[src/rtl/dds_sweep_ctrl.sv]
`default_nettype none
// ============================================================================
//  Module   : dds_sweep_ctrl
//  Purpose  : Frequency-sweep sequencer feeding the DDS core frequency word;
//             single, repeating sawtooth and continuous triangle sweeps.
//  Revision : 1.0  initial release
// ============================================================================
module dds_sweep_ctrl #(
    parameter int FW = 23,
    parameter int DW = 24
) (
    input  logic          sys_clk,
    input  logic          sys_rst,
    input  logic          start,
    input  logic          abort,
    input  logic [1:0]    mode,
    input  logic [FW-1:0] f_start,
    input  logic [FW-1:0] f_stop,
    input  logic [FW-1:0] f_step,
    input  logic [DW-1:0] dwell,
    output logic [FW-1:0] freq_word,
    output logic          freq_valid,
    output logic          busy,
    output logic          done,
    output logic          dir
);

    localparam logic [DW-1:0] c_one = DW'(1);
    localparam logic [DW-1:0] c_two = DW'(2);

    typedef enum logic [1:0] {
        ST_IDLE = 2'd0,
        ST_HOLD = 2'd1,
        ST_STEP = 2'd2
    } state_t;

    state_t        r_state, w_state_nxt;
    logic [DW-1:0] r_cnt, w_cnt_nxt;
    logic [DW-1:0] r_dwell, w_dwell_in;
    logic [FW-1:0] r_word, w_word_nxt;
    logic [FW-1:0] r_f_start, r_f_stop, r_f_step;
    logic [1:0]    r_mode;
    logic          r_valid, w_valid_nxt;
    logic          r_busy, w_busy_nxt;
    logic          r_done, w_done_nxt;
    logic          r_dir, w_dir_nxt;
    logic          w_load;

    logic [FW:0]   w_up_sum, w_dn_floor;
    logic [FW-1:0] w_up_word, w_dn_word;
    logic          w_degen, w_at_stop, w_at_start;
    logic          w_saw, w_tri, w_single;

    // Step arithmetic carries one extra bit so the sum never wraps before the clamp.
    assign w_up_sum   = {1'b0, r_word} + {1'b0, r_f_step};
    assign w_up_word  = (w_up_sum >= {1'b0, r_f_stop}) ? r_f_stop : w_up_sum[FW-1:0];
    assign w_dn_floor = {1'b0, r_f_start} + {1'b0, r_f_step};
    assign w_dn_word  = ({1'b0, r_word} <= w_dn_floor) ? r_f_start : (r_word - r_f_step);

    assign w_degen    = (r_f_step == '0) || (r_f_start >= r_f_stop);
    assign w_at_stop  = (r_word == r_f_stop);
    assign w_at_start = (r_word == r_f_start);
    assign w_saw      = (r_mode == 2'b01);
    assign w_tri      = (r_mode == 2'b10);
    assign w_single   = !w_saw && !w_tri;
    assign w_dwell_in = (dwell == '0) ? c_one : dwell;

    always_comb begin
        w_state_nxt = r_state;
        w_cnt_nxt   = r_cnt;
        w_word_nxt  = r_word;
        w_valid_nxt = 1'b0;
        w_done_nxt  = 1'b0;
        w_busy_nxt  = r_busy;
        w_dir_nxt   = r_dir;
        w_load      = 1'b0;

        if (abort) begin
            w_state_nxt = ST_IDLE;
            w_busy_nxt  = 1'b0;
            w_cnt_nxt   = '0;
        end else begin
            case (r_state)
                ST_IDLE: begin
                    if (start) begin
                        w_load      = 1'b1;
                        w_word_nxt  = f_start;
                        w_valid_nxt = 1'b1;
                        w_busy_nxt  = 1'b1;
                        w_dir_nxt   = 1'b1;
                        w_cnt_nxt   = w_dwell_in;
                        w_state_nxt = (w_dwell_in == c_one) ? ST_STEP : ST_HOLD;
                    end
                end
                ST_HOLD: begin
                    w_cnt_nxt = r_cnt - c_one;
                    if (r_cnt <= c_two) begin
                        w_state_nxt = ST_STEP;
                    end
                end
                ST_STEP: begin
                    // Last cycle of the dwell: the new word lands on the next edge.
                    w_cnt_nxt   = r_dwell;
                    w_state_nxt = (r_dwell == c_one) ? ST_STEP : ST_HOLD;
                    if (w_single && (w_degen || w_at_stop)) begin
                        w_state_nxt = ST_IDLE;
                        w_busy_nxt  = 1'b0;
                        w_done_nxt  = 1'b1;
                        w_cnt_nxt   = '0;
                    end else if (!w_degen) begin
                        if (w_tri && !r_dir) begin
                            if (w_at_start) begin
                                w_dir_nxt  = 1'b1;
                                w_word_nxt = w_up_word;
                            end else begin
                                w_word_nxt = w_dn_word;
                            end
                        end else if (w_at_stop) begin
                            if (w_tri) begin
                                w_dir_nxt  = 1'b0;
                                w_word_nxt = w_dn_word;
                            end else begin
                                w_word_nxt = r_f_start;
                            end
                        end else begin
                            w_word_nxt = w_up_word;
                        end
                        w_valid_nxt = (w_word_nxt != r_word);
                    end
                end
                default: begin
                    w_state_nxt = ST_IDLE;
                    w_busy_nxt  = 1'b0;
                    w_cnt_nxt   = '0;
                end
            endcase
        end
    end

    always_ff @(posedge sys_clk) begin
        if (sys_rst) begin
            r_state   <= ST_IDLE;
            r_cnt     <= '0;
            r_word    <= '0;
            r_valid   <= 1'b0;
            r_busy    <= 1'b0;
            r_done    <= 1'b0;
            r_dir     <= 1'b1;
            r_dwell   <= '0;
            r_f_start <= '0;
            r_f_stop  <= '0;
            r_f_step  <= '0;
            r_mode    <= 2'b00;
        end else begin
            r_state <= w_state_nxt;
            r_cnt   <= w_cnt_nxt;
            r_word  <= w_word_nxt;
            r_valid <= w_valid_nxt;
            r_busy  <= w_busy_nxt;
            r_done  <= w_done_nxt;
            r_dir   <= w_dir_nxt;
            if (w_load) begin
                r_dwell   <= w_dwell_in;
                r_f_start <= f_start;
                r_f_stop  <= f_stop;
                r_f_step  <= f_step;
                r_mode    <= mode;
            end
        end
    end

    assign freq_word  = r_word;
    assign freq_valid = r_valid;
    assign busy       = r_busy;
    assign done       = r_done;
    assign dir        = r_dir;

endmodule
`default_nettype wire

[config.mk]
export PLATFORM = sky130hd
export DESIGN_NAME = dds_sweep_ctrl
export DESIGN_NICKNAME = d
export VERILOG_FILES = /design/src/rtl/dds_sweep_ctrl.sv
export SDC_FILE = /design/constraint.sdc
export NUM_CORES = 1
export LEC_CHECK = 0
export ABC_CLOCK_PERIOD_IN_PS = 8550
export CORE_ASPECT_RATIO = 0.7
export CORE_MARGIN = 3
export CORE_UTILIZATION = 40
export DETAILED_ROUTE_END_ITERATION = 12
export PLACE_DENSITY = 0.68
export SLEW_MARGIN = 20
export SYNTH_ARGS = -nofsm -noshare
export SYNTH_HDL_FRONTEND = slang
export SYNTH_SLANG_ARGS = --single-unit
[constraint.sdc]
create_clock -name sys_clk -period 8.55 [get_ports sys_clk]
set_input_delay 1.71 -clock sys_clk [delete_from_list [all_inputs] [get_ports sys_clk]]
set_output_delay 1.71 -clock sys_clk [all_outputs]
set_load 0.05 [all_outputs]
==> flow_metrics.py <==
metrics = {
    "status": {
        "status": "finished, final reports clean",
    },
    "hold_path": {
        "hold_start": "r_mode[0]",
        "min_to": "r_mode[0]",
        "hold_path.class": "flip-flop to flip-flop",
        "min_path_cells": 2,
    },
    "yosys": {
        "yosysSeqAreaShare_pct": 21.9,
        "synth_flop_cell": "dfxtp_1",
        "synth_warnings": 0,
        "netlist_top_cells_count": "293 x nand2_1, 203 x a21oi_1, 148 x dfxtp_1",
        "synthDistinctLibCells": 90,
        "syn_area_per_cell_um2": 7.32,
        "synth_nets": 2089,
        "synth_edf_count": 0,
        "synth_area_leader_cell": "dfxtp_1",
        "ys_ff_latch": 148,
        "syn_inst": 1847,
        "yosysMostFrequentCell": "nand2_1",
        "synth_top_area_share_pct": 21.9,
        "synthTopCellsByArea": "dfxtp_1 22%, ha_1 13%, nand2_1 8.1%",
        "async_flop_share_pct": 0,
        "netlist_area_um2": 13500,
    },
    "clocking": {
        "cts_setup_buffers": 0,
        "root_buffer": "clkbuf_16",
        "insertion_delay_ns": 0.46,
        "cts_max_level": 4,
        "cts_resized": 0,
        "cts_tree": "done",
        "numCtsBuffers": 17,
        "cts_sinks": 148,
        "clock_path_buffers": 2,
        "ctsHoldBuffers": 0,
        "clkSlewWorstSetupHoldPaths_ns": 0.08,
    },
    "pwr": {
        "p_leak_nw": 6.15,
        "p_per_area_nw_per_um2": 170,
        "vdd_ir_drop_max_v": 0.000150,
    },
    "floorplanning": {
        "fp.dieH_um": 160,
        "dieWidth_um": 226,
        "ios": 126,
        "initial_core_util_pct": 41.2,
        "placementRows": 55,
        "dieArea_um2": 36100,
        "core-area_um2": 32800,
    },
    "route": {
        "wl_met1_um": 26600,
        "dr_wl_met3_um": 8690,
        "wl_per_cell_um": 24.1,
        "vias": 14700,
        "wl_met2_um": 20900,
        "drt-pass1-iter-count": 8,
        "drcViolationCount": 0,
        "ant_nets": 0,
        "wl_um": 57000,
        "vias_per_cell": 6.24,
        "dr.max_layer_used": "met4",
        "drtIter0Drc": 1819,
    },
    "sta": {
        "finalCriticalPeriod_ns": 7.43,
        "slew_headroom_pct": 10.8,
        "fmax_ghz": 0.135,
        "skew_ns": 0.0171,
        "fin_setup_tns_ns": 0,
        "rsz0062_at_grt": "no",
        "hold_viol": 0,
        "slew_viol_final": 0,
        "worstMarginPinSlew_ns": 1.30,
        "fin_crit_sh_pct": 86.9,
        "setup_viol": 0,
    },
    "cells_and_area": {
        "final_core_util_pct": 48.0,
        "area_growth_pct": 16.5,
        "nFillCells": 3298,
        "layout.nets": 2163,
        "diodes": 0,
        "drive_gt1_share_pct": 4.71,
        "final_cells": 2361,
    },
    "grt": {
        "antenna_found_initial": 0,
        "grt_use_total_pct": 30.7,
        "grt_pass1_vias": 13200,
        "grt_pass1_wl_um": 83600,
        "grt_overflow": 0,
        "grt_max_degree": 97,
    },
    "worst_setup_path": {
        "worst_path_most_repeated_cell": "a21oi_1",
        "r2r-start": "r_f_start[0]",
        "path_delay_family": "compound AO/OA/AOI/OAI gates",
        "cp_data_arrival_time_ns": 7.77,
        "slowest_delay_ns": 0.59,
        "critPathSlowestCell": "nor3_4",
        "cp_num_buf_inv": 1,
        "reg2reg_depth": 28,
        "cp_data_required_time_ns": 8.89,
        "crit_fanout": 16,
        "start_kind": "flip-flop",
        "critPathCaptureType": "flip-flop",
        "reg2reg_to": "freq_valid",
        "crit_type": "flip-flop to flip-flop",
        "r2r_slack_ns": 1.12,
    },
    "placed_design": {
        "dpl.hpwl_um": 44800,
        "place_inst": 2328,
        "gp_congestion": 1.07,
        "io_buffers": 125,
    },
    "job": {
        "maxCapViolCount": 0,
    },
}
[per-layer routing]
layer	GRT usage, %	up-vias
li1	-	6827
met1	47.6	6960
met2	39.1	890
met3	11.9	58
met4	5.69	0
met5	0	-
[per-stage QoR]
step                cell area, µm²  hold slack [ns]  total power [W]  setup slack [ns]
global placement             15100            0.449          0.00181              1.46
finish                       15700            0.475          0.00268              1.12
global route                 15700            0.495          0.00279             0.639
floorplan                    13500            0.436          0.00147              2.62
detailed placement           15100            0.463          0.00182              1.28
CTS                          15700            0.476          0.00264              1.26
[tightest hold or removal path: stages, from the launching register on]
cell and delay [ns]:
dfxtp_1 0.32, nand2_1 0.06, a21oi_1 0.05
[power breakdown]
group | total, W | leakage [nW] | switching, W | internal [W]
combinational | 0.00106 | 4.64 | 0.000661 | 0.000397
sequential | 0.000802 | 1.21 | 0.0000766 | 0.000726
clock | 0.000816 | 0.301 | 0.000343 | 0.000472
total | 0.00268 | 6.15 | 0.00108 | 0.00160
[worst max path at each step]
stage                 start         end  slack [ns]  cells past startpoint
2_1_floorplan  r_f_start[0]  freq_valid        2.62                     29
3_3_place_gp   r_f_start[0]  freq_valid        1.46                     28
3_5_place_dp   r_f_start[0]  freq_valid        1.28                     28
4_1_cts        r_f_start[0]  freq_valid        1.26                     28
5_1_grt        r_f_start[0]  freq_valid        0.64                     28
6_report       r_f_start[0]  freq_valid        1.12                     28
[state kept, by name (all words and copies together) (netlist names)]
register    flops
busy            1
r_f_start      23
r_f_stop       23
done            1
freq_word      23
dir             1
r_dwell        24
r_mode          2
r_f_step       23
freq_valid      1
r_state         2
r_cnt          24
[placed cells by master (no fill, tap or decap), drive strengths merged, types with 50 or more instances in the layout]
master,synthesis,final
nor2,131,131
ha,140,140
nor3,50,50
clkdlybuf4s50,0,124
nand2,294,294
a211oi,51,51
o21ai,74,74
inv,93,98
a21oi,203,203
dfxtp,148,148
xnor2,90,90
[cells by family after synthesis]
kind of cell | count (synthesis) | synth area share [%]
simple gates | 687 | 23.8
compound gates | 543 | 26.2
buf+inv | 189 | 5.52
flops | 148 | 21.9
fa+ha+maj | 143 | 13.4
xor+xnor | 116 | 7.52
mux | 21 | 1.59
[final cells by class]
cell class              count  area, µm²  area share, %
clock buffers              19        443           2.81
clock inverters            13        171           1.09
inverters                  94        353           2.24
multi-input cells        1510       9840           62.5
flip-flops and latches    148       2960           18.8
well taps                 427        534           3.39
repair buffers            150       1450           9.20
Note: power is estimated with default switching activity, not from simulation.
